File: config.mk
export PLATFORM = sky130hd
export DESIGN_NAME = store_align_unit
export DESIGN_NICKNAME = d
export VERILOG_FILES = /design/src/rtl/store_align_unit.sv
export SDC_FILE = /design/constraint.sdc
export NUM_CORES = 1
export LEC_CHECK = 0
export ABC_AREA = 1
export BUFFER_PORTS_ARGS = -buffer_cell sky130_fd_sc_hd__clkbuf_2
export CAP_MARGIN = 30
export CORE_ASPECT_RATIO = 0.5
export CORE_MARGIN = 8
export CORE_UTILIZATION = 40
export DETAILED_ROUTE_END_ITERATION = 6
export GPL_TIMING_DRIVEN = 0
export PLACE_DENSITY = 0.64
export SLEW_MARGIN = 20
export SYNTH_ARGS = -nofsm -noshare
export SYNTH_HDL_FRONTEND = slang
export SYNTH_SLANG_ARGS = --single-unit
File: constraint.sdc
create_clock -name clk -period 1.6 [get_ports clk]
set_input_delay 0.24 -clock clk [delete_from_list [all_inputs] [get_ports clk]]
set_output_delay 0.24 -clock clk [all_outputs]
set_load 0.01 [all_outputs]
File: src/rtl/store_align_unit.sv
// Store alignment unit: places right-justified store data on byte lanes and splits stores that cross a bus word into two beats.
// Latency: done 2 cycles after accept for a single beat, 3 for a split, 1 for a rejected request; +1 per mem_ready-low cycle.
// Backpressure: req_ready is high only in IDLE; beats hold mem_addr/mem_wdata/mem_wstrb stable until mem_ready.
//
// Ports:
//   clk, rst_n                      rising-edge clock, async active-low reset
//   req_valid/req_ready             store request handshake (addr, data, size = log2 bytes)
//   mem_valid/mem_ready             bus beat handshake (mem_addr NB-aligned, mem_wdata, mem_wstrb)
//   done, err                       one-cycle completion pulse; err marks a rejected request
module store_align_unit #(
   parameter int DW       = 32,
   parameter int AW       = 32,
   parameter int MMIO_BIT = 31
) (
   input  logic            clk,
   input  logic            rst_n,
   input  logic            req_valid,
   output logic            req_ready,
   input  logic [AW-1:0]   req_addr,
   input  logic [DW-1:0]   req_data,
   input  logic [1:0]      req_size,
   output logic            mem_valid,
   input  logic            mem_ready,
   output logic [AW-1:0]   mem_addr,
   output logic [DW-1:0]   mem_wdata,
   output logic [DW/8-1:0] mem_wstrb,
   output logic            done,
   output logic            err
);

   localparam int NB = DW / 8;
   localparam int OW = $clog2(NB);

   typedef enum logic [1:0] {IDLE, BEAT0, BEAT1} state_t;

   state_t          state;
   logic            split;
   logic [DW-1:0]   hi_data;
   logic [NB-1:0]   hi_strb;

   logic [OW-1:0]   off;
   logic [OW-1:0]   size_mask;
   logic [AW-1:0]   base;
   logic [2*DW-1:0] wide_data;
   logic [2*NB-1:0] wide_strb;
   logic            illegal;

   // Lane placement over a double-width window; the upper half is the second beat of a split.
   always_comb begin
      off  = req_addr[OW-1:0];
      base = {req_addr[AW-1:OW], {OW{1'b0}}};

      for (int i = 0; i < 2*NB; i++) begin
         wide_strb[i] = (i >= int'(off)) && (i < int'(off) + (1 << req_size));
      end

      // Zero unstrobed lanes so junk above the store size never reaches the bus.
      wide_data = {{DW{1'b0}}, req_data} << {off, 3'b000};
      for (int i = 0; i < 2*NB; i++) begin
         if (!wide_strb[i]) begin
            wide_data[8*i +: 8] = 8'h00;
         end
      end

      // off mod n reduces to the low req_size bits of off being non-zero.
      for (int i = 0; i < OW; i++) begin
         size_mask[i] = (i < int'(req_size));
      end

      illegal = (int'(req_size) > OW) ||
                (req_addr[MMIO_BIT] && ((off & size_mask) != '0));
   end

   assign req_ready = (state == IDLE);

   always_ff @(posedge clk or negedge rst_n) begin
      if (!rst_n) begin
         state     <= IDLE;
         mem_valid <= 1'b0;
         mem_addr  <= '0;
         mem_wdata <= '0;
         mem_wstrb <= '0;
         done      <= 1'b0;
         err       <= 1'b0;
         split     <= 1'b0;
         hi_data   <= '0;
         hi_strb   <= '0;
      end else begin
         done <= 1'b0;
         err  <= 1'b0;
         case (state)
            IDLE: begin
               if (req_valid) begin
                  if (illegal) begin
                     done <= 1'b1;
                     err  <= 1'b1;
                  end else begin
                     state     <= BEAT0;
                     mem_valid <= 1'b1;
                     mem_addr  <= base;
                     mem_wdata <= wide_data[DW-1:0];
                     mem_wstrb <= wide_strb[NB-1:0];
                     hi_data   <= wide_data[2*DW-1:DW];
                     hi_strb   <= wide_strb[2*NB-1:NB];
                     split     <= |wide_strb[2*NB-1:NB];
                  end
               end
            end
            BEAT0: begin
               if (mem_ready) begin
                  if (split) begin
                     state     <= BEAT1;
                     mem_addr  <= mem_addr + AW'(NB);   // wraps modulo 2^AW
                     mem_wdata <= hi_data;
                     mem_wstrb <= hi_strb;
                  end else begin
                     state     <= IDLE;
                     mem_valid <= 1'b0;
                     done      <= 1'b1;
                  end
               end
            end
            BEAT1: begin
               if (mem_ready) begin
                  state     <= IDLE;
                  mem_valid <= 1'b0;
                  done      <= 1'b1;
               end
            end
            default: begin
               state     <= IDLE;
               mem_valid <= 1'b0;
            end
         endcase
      end
   end

endmodule

==> flow_summary.json, run 1 <==
{
  "ys_types": 36,
  "yosys-top-cells-count": "379 x nand2_1, 106 x nor2_1, 100 x dfrtp_1",
  "viasPerCell": 5.23,
  "grtUsageTotal_pct": 22.9,
  "synth_top_cell_area_share_pct": 41.4,
  "antenna_found_initial": 0,
  "final.setup.worst_slack_ns": -0.0511,
  "portBuffers": 139,
  "worstHoldStart": "mem_ready",
  "cp.required_ns": 1.85,
  "setup_violations": 52,
  "power.total_w": 0.0127,
  "crit_type": "in2reg",
  "crit_start": "req_size[1]",
  "grt_use_met3_pct": 5.94,
  "slew_viol_final": 0,
  "grt_remaining_overflow": 0,
  "finalNetCount": 1169,
  "crit_fanout": 6,
  "crit_arrival_ns": 1.90,
  "cts.path.max_buffers": 2,
  "ios": 142,
  "core_sq_um": 14600,
  "p_leak_nw": 4.14,
  "synthCells": 914,
  "htree_levels": 3,
  "p_per_area_nw_per_um2": 1590,
  "regArea_sq_um": 2510,
  "num_rows": 31,
  "netlist_area_sq_um": 6040,
  "drive_above_1_share_pct": 26.4,
  "cts_made_buffers": 9,
  "cts_tree": "yes",
  "synth_edf_count": 0,
  "die_w_microns": 190,
  "synth.most_common_cell": "nand2_1",
  "drc": 0,
  "hold_viol_final": 0,
  "diodes": 0,
  "fp.dieH_microns": 103,
  "grt_pass1_wl_mm": 34.9,
  "finalWirelength_mm": 22.6,
  "ff2ff_setup_slack_ns": -0.05,
  "drt_iter0_markers": 636,
  "failed_checks": "negative setup slack",
  "synthToLayoutAreaGrowth_pct": 32.9,
  "yosysWarnings": 0,
  "vias": 6778,
  "maxCapViolCount": 0,
  "first_pass_iters": 5,
  "endpoint_kind": "flip-flop",
  "clk_latency_ns": 0.36,
  "yosysSeqAreaShare_pct": 41.4,
  "outcome": "complete, but fails checks",
  "postSynthAreaPerCell_sq_um": 6.61,
  "grt_max_degree": 86,
  "start_kind": "primary input",
  "yosysTopAreaCell": "dfrtp_1",
  "postRouteAntennaNets": 0,
  "root_buffer": "clkbuf_16",
  "cts.sinks": 100,
  "die_area_sq_um": 19500,
  "synthTopCellsByArea": "dfrtp_1 41%, nand2_1 24%, nor2_1 6.6%",
  "async_reset_ff_share_pct": 100,
  "finalCritPeriodShare_pct": 103,
  "r2r-start": "state[0]",
  "use_met1_pct": 29.5,
  "wire_per_inst_microns": 17.4,
  "whs_ns": 0.134,
  "tightest_slew_ns": 0.670,
  "rsz0062_at_grt": "true",
  "grt_use_met2_pct": 37.6,
  "dp_hpwl_mm": 16.1,
  "fmax_mhz": 606,
  "gp_routability_congestion": 0.939,
  "clk_pin_slew_ns": 0.07,
  "hold_path_class": "in2reg",
  "finClkSkew_ns": 0.0130,
  "vdd_drop_max_v": 0.000615,
  "grt_pass1_vias": 6497,
  "multi_input_area_sq_um": 3440,
  "synthFlopType": "dfrtp_1",
  "fill_cells": 1468,
  "slew-limit-headroom_pct": 55.4,
  "busiest_layer": "met2",
  "start_util_pct": 41.3,
  "layout_min_cycle_time_ns": 1.65,
  "synth-seq-cells": 100
}
-- where the power goes --
| part | switching [W] | leakage [nW] | total, W | internal (W) |
|---|---|---|---|---|
| clock network | 0.00105 | 0.150 | 0.00232 | 0.00126 |
| logic | 0.00366 | 2.71 | 0.00599 | 0.00233 |
| registers | 0.000921 | 1.28 | 0.00444 | 0.00352 |
| total | 0.00563 | 4.14 | 0.0127 | 0.00711 |
-- per-layer routing --
layer	wire, microns	share of wire (%)
met1	9710	43
met2	10400	46
met3	2030	9.0
met4	403	1.8
met5	0	0
-- worst max-delay path: stages --
cell and delay [ns]:
buf_4 0.14, nor2_4 0.05, ha_4 0.16, fa_2 0.39
xor2_4 0.29, buf_4 0.19, nand3_4 0.12, nand3_1 0.13
nand2_1 0.06, nand2_1 0.08, nand2_1 0.05
-- worst paths after layout --
kind,depth (start not counted),end
setup / recovery,11,mem_wdata[18]
hold reg to reg,2,mem_valid
max in group asynchronous,3,mem_addr[9]
min in group asynchronous,2,mem_wdata[5]
setup reg to reg,8,mem_addr[8]
hold / removal,2,state[1]
-- cell type report --
cell class / count / area share (%)
inverters: 58 / 2.84
flip-flops and latches: 100 / 31.3
repair buffers: 166 / 12.4
multi-input cells: 716 / 42.8
clock inverters: 5 / 0.763
well taps: 198 / 3.09
clock buffers: 11 / 3.02
plain buffers: 43 / 3.82
-- logic make-up (layout without fill, tap and decap cells) --
family	Yosys count	count (layout)	synth area share, %
AO/OA/AOI/OAI	125	125	11.2
adder cells (fa/ha/maj)	5	5	1.16
other	1	2	0.0621
flip-flops	100	100	41.4
AND/OR/NAND/NOR	577	579	38.7
XOR/XNOR	5	5	0.725
buffers and inverters	101	283	6.69
-- cell usage in the layout, fill, tap and decap left out, drive strengths merged, types with 5 or more instances in the layout --
master and count:
clkinv 5, nand2 380, a21oi 22, nor2 108, clkbuf 174, o21ai 76, buf 45, or2 17
o31ai 6, nand3 60, nand3b 8, o22ai 14, dfrtp 100, inv 57
-- through the flow --
| stage | area (sq um) | utilization, % | cells | worst slack [ns] | TNS [ns] |
|---|---|---|---|---|---|
| after floorplan | 6110 | - | 915 | -0.0538 | -0.684 |
| after global placement | 7050 | 48.2 | 1252 | -1.18 | -158.14 |
| after detailed placement | 7090 | 48.5 | 1253 | -0.654 | -45.61 |
| after CTS | 7770 | 53.1 | 1286 | -0.0294 | -0.0766 |
| after global routing | 8030 | 54.9 | 1297 | -0.142 | -6.56 |
| final | 8030 | 54.9 | 1297 | -0.0511 | -0.982 |
-- repair_timing --
item | 4_1_cts | 5_1_grt
gates cloned | 1 | 4
setup endpoints to repair | 96 | 94
hold buffers | 1 | 0
gates resized for setup | 72 | 57
buffers inserted | 15 | 7
pin swaps | 7 | 5
endpoints found under the hold margin | 15 | 0
-- flip-flops by register name, summed over array words and instances, names as in the netlist --
| name | count |
|---|---|
| mem_wstrb | 4 |
| mem_addr | 30 |
| split | 1 |
| done | 1 |
| hi_strb | 4 |
| mem_wdata | 32 |
| state | 2 |
| hi_data | 24 |
| err | 1 |
| mem_valid | 1 |
No activity file was read; power rests on OpenSTA's default activity.
==> run 2: changes to the inputs <==
--- a/config.mk
+++ b/config.mk
@@ -6,11 +6,12 @@
 export NUM_CORES = 1
 export LEC_CHECK = 0
 export ABC_AREA = 1
-export BUFFER_PORTS_ARGS = -buffer_cell sky130_fd_sc_hd__clkbuf_2
+export BUFFER_PORTS_ARGS = -buffer_cell sky130_fd_sc_hd__buf_2
 export CAP_MARGIN = 30
 export CORE_ASPECT_RATIO = 0.5
 export CORE_MARGIN = 8
 export CORE_UTILIZATION = 40
+export CTS_BUF_LIST = sky130_fd_sc_hd__clkbuf_4
 export DETAILED_ROUTE_END_ITERATION = 6
 export GPL_TIMING_DRIVEN = 0
 export PLACE_DENSITY = 0.64
==> flow_summary.json, run 2 (synthesis results as in run 1) <==
{
  "die_w_microns": 190,
  "maxCapViolCount": 0,
  "final_area_sq_um": 7760,
  "fin_cells": 1289,
  "hold_viol_final": 0,
  "crit_path_max_incr_delay_ns": 0.47,
  "gp_routability_congestion": 0.940,
  "finalWirelength_mm": 21.8,
  "viasPerCell": 5.23,
  "layout_min_cycle_time_ns": 1.66,
  "switching_share_pct": 46.4,
  "grt_remaining_overflow": 0,
  "most-common-layout-cells": "370 x nand2_1, 141 x buf_2, 92 x dfrtp_1, 89 x nor2_1, 55 x o21ai_0",
  "seqPwrFrac_pct": 37.3,
  "synthToLayoutAreaGrowth_pct": 28.4,
  "whs_ns": 0.0212,
  "fp.dieH_microns": 103,
  "fmax_mhz": 603,
  "p_leak_nw": 4.01,
  "tightest_slew_ns": 0.679,
  "power.total_w": 0.0117,
  "cts.path.max_buffers": 2,
  "crit_arrival_ns": 2.06,
  "grt_pass1_wl_mm": 34.3,
  "failed_checks": "negative setup slack",
  "start_util_pct": 41.3,
  "finalCritPeriodShare_pct": 104,
  "outcome": "complete, but fails checks",
  "cts_made_buffers": 9,
  "fill_cells": 1510,
  "grt_pass1_vias": 6454,
  "crit_fanout": 10,
  "slew_viol_final": 0,
  "worstPathCellList": "nor2_4, inv_4, or2_4, nand3_4, buf_4, nor2_1, o21a_1",
  "final.setup.worst_slack_ns": -0.0585,
  "vdd_drop_max_v": 0.000478,
  "cts_tree": "yes",
  "finClkSkew_ns": 0.0310,
  "clk_pin_slew_ns": 0.18,
  "top_regs": "mem_wdata (32), mem_addr (30), hi_data (24)",
  "p_per_area_nw_per_um2": 1510,
  "drive_above_1_share_pct": 25.6,
  "critPathTopFamily": "simple AND/OR/NAND/NOR gates",
  "htree_levels": 3,
  "num_rows": 31,
  "regMostFlops": "mem_wdata",
  "cp.required_ns": 2.01,
  "postRouteAntennaNets": 0,
  "hold_path_class": "in2reg",
  "p_clk_share_pct": 12.2,
  "dp_hpwl_mm": 16.2,
  "portBuffers": 139,
  "rsz0062_at_grt": "true",
  "cp_slowest_cell": "dfrtp_2",
  "cts.sinks": 100,
  "die_area_sq_um": 19500,
  "vias": 6737,
  "grtUsageTotal_pct": 22.3,
  "first_pass_iters": 5,
  "endpoint_kind": "flip-flop",
  "antenna_found_initial": 0,
  "wire_per_inst_microns": 16.9,
  "ios": 142,
  "layout_commonest_cell": "nand2_1",
  "dp_cells": 1253,
  "root_buffer": "clkbuf_4",
  "start_kind": "flip-flop",
  "clk_latency_ns": 0.50,
  "crit_type": "reg2reg",
  "crit_buf_inv": 2,
  "setup_violations": 48,
  "slew-limit-headroom_pct": 54.7,
  "finalNetCount": 1161,
  "switching_power_w": 0.00544,
  "diodes": 0,
  "largest_reg_flops": 32,
  "drt_iter0_markers": 680,
  "power_frac_comb_pct": 50.4,
  "power_report.internal_total_w": 0.00629,
  "core_sq_um": 14600,
  "drc": 0,
  "grt_max_degree": 58,
  "place_area_sq_um": 7090
}
-- run 2: worst min-delay path, stage by stage --
cell and delay, ns:
buf_2 0.09, nor2_1 0.09, o31ai_1 0.07
-- run 2: path summary, 6_finish.rpt --
| path | depth (start not counted) | to | start | slack, ns |
|---|---|---|---|---|
| worst max-delay path | 7 | mem_addr[8] | state[1] | -0.06 |
| worst min-delay path | 3 | mem_addr[3] | req_addr[3] | 0.02 |
| worst max register to register | 7 | mem_addr[8] | state[1] | -0.06 |
| worst min register to register | 2 | mem_valid | mem_valid | 0.49 |
| max in group asynchronous | 3 | mem_addr[29] | rst_n | 0.71 |
| min in group asynchronous | 2 | mem_wstrb[2] | rst_n | 0.20 |
-- run 2: cell type report --
class | instances | area [sq um] | area share (%)
Multi-Input combinational cell | 715 | 3420 | 44.1
Sequential cell | 100 | 2510 | 32.4
Timing Repair Buffer | 160 | 915 | 11.8
Buffer | 42 | 299 | 3.86
Tap cell | 198 | 248 | 3.19
Inverter | 58 | 228 | 2.94
Clock buffer | 10 | 75.1 | 0.968
Clock inverter | 6 | 62.6 | 0.807
-- run 2: power groups by stage --
| stage | Sequential [W] | Clock [W] | Combinational, W |
|---|---|---|---|
| after floorplan | 0.00461 | 0 | 0.00270 |
| after global placement | 0.00436 | 0 | 0.00504 |
| after detailed placement | 0.00439 | 0 | 0.00513 |
| after CTS | 0.00433 | 0.00148 | 0.00561 |
| after global routing | 0.00453 | 0.00155 | 0.00654 |
| final | 0.00438 | 0.00144 | 0.00591 |
-- run 2: timing repair --
action                                  in CTS  in global routing
buffers inserted                            11                  6
cloned                                       1                  1
hold buffers                                 2                  0
hold endpoints to repair                    44                  0
pin swaps                                    6                  4
gates resized for setup                     67                 48
endpoints found under the setup margin      96                 97
-- run 2: routing by layer --
layer	GRT usage, %	part of all wire [%]	wire (microns)
met5	0	0	0
met2	37.5	46	10000
met3	5.44	8.4	1840
met1	28.5	44	9520
met4	6.45	2.0	444
-- run 2: metrics by stage --
stage | setup WS [ns] | util, % | setup TNS, ns
3_3_place_gp | -0.907 | 48.2 | -130.51
4_1_cts | -0.0175 | 51.6 | -0.0615
2_1_floorplan | -0.0538 | - | -0.684
5_1_grt | -0.125 | 53.0 | -5.19
6_report | -0.0585 | 53.0 | -1.09
3_5_place_dp | -0.644 | 48.5 | -44.01
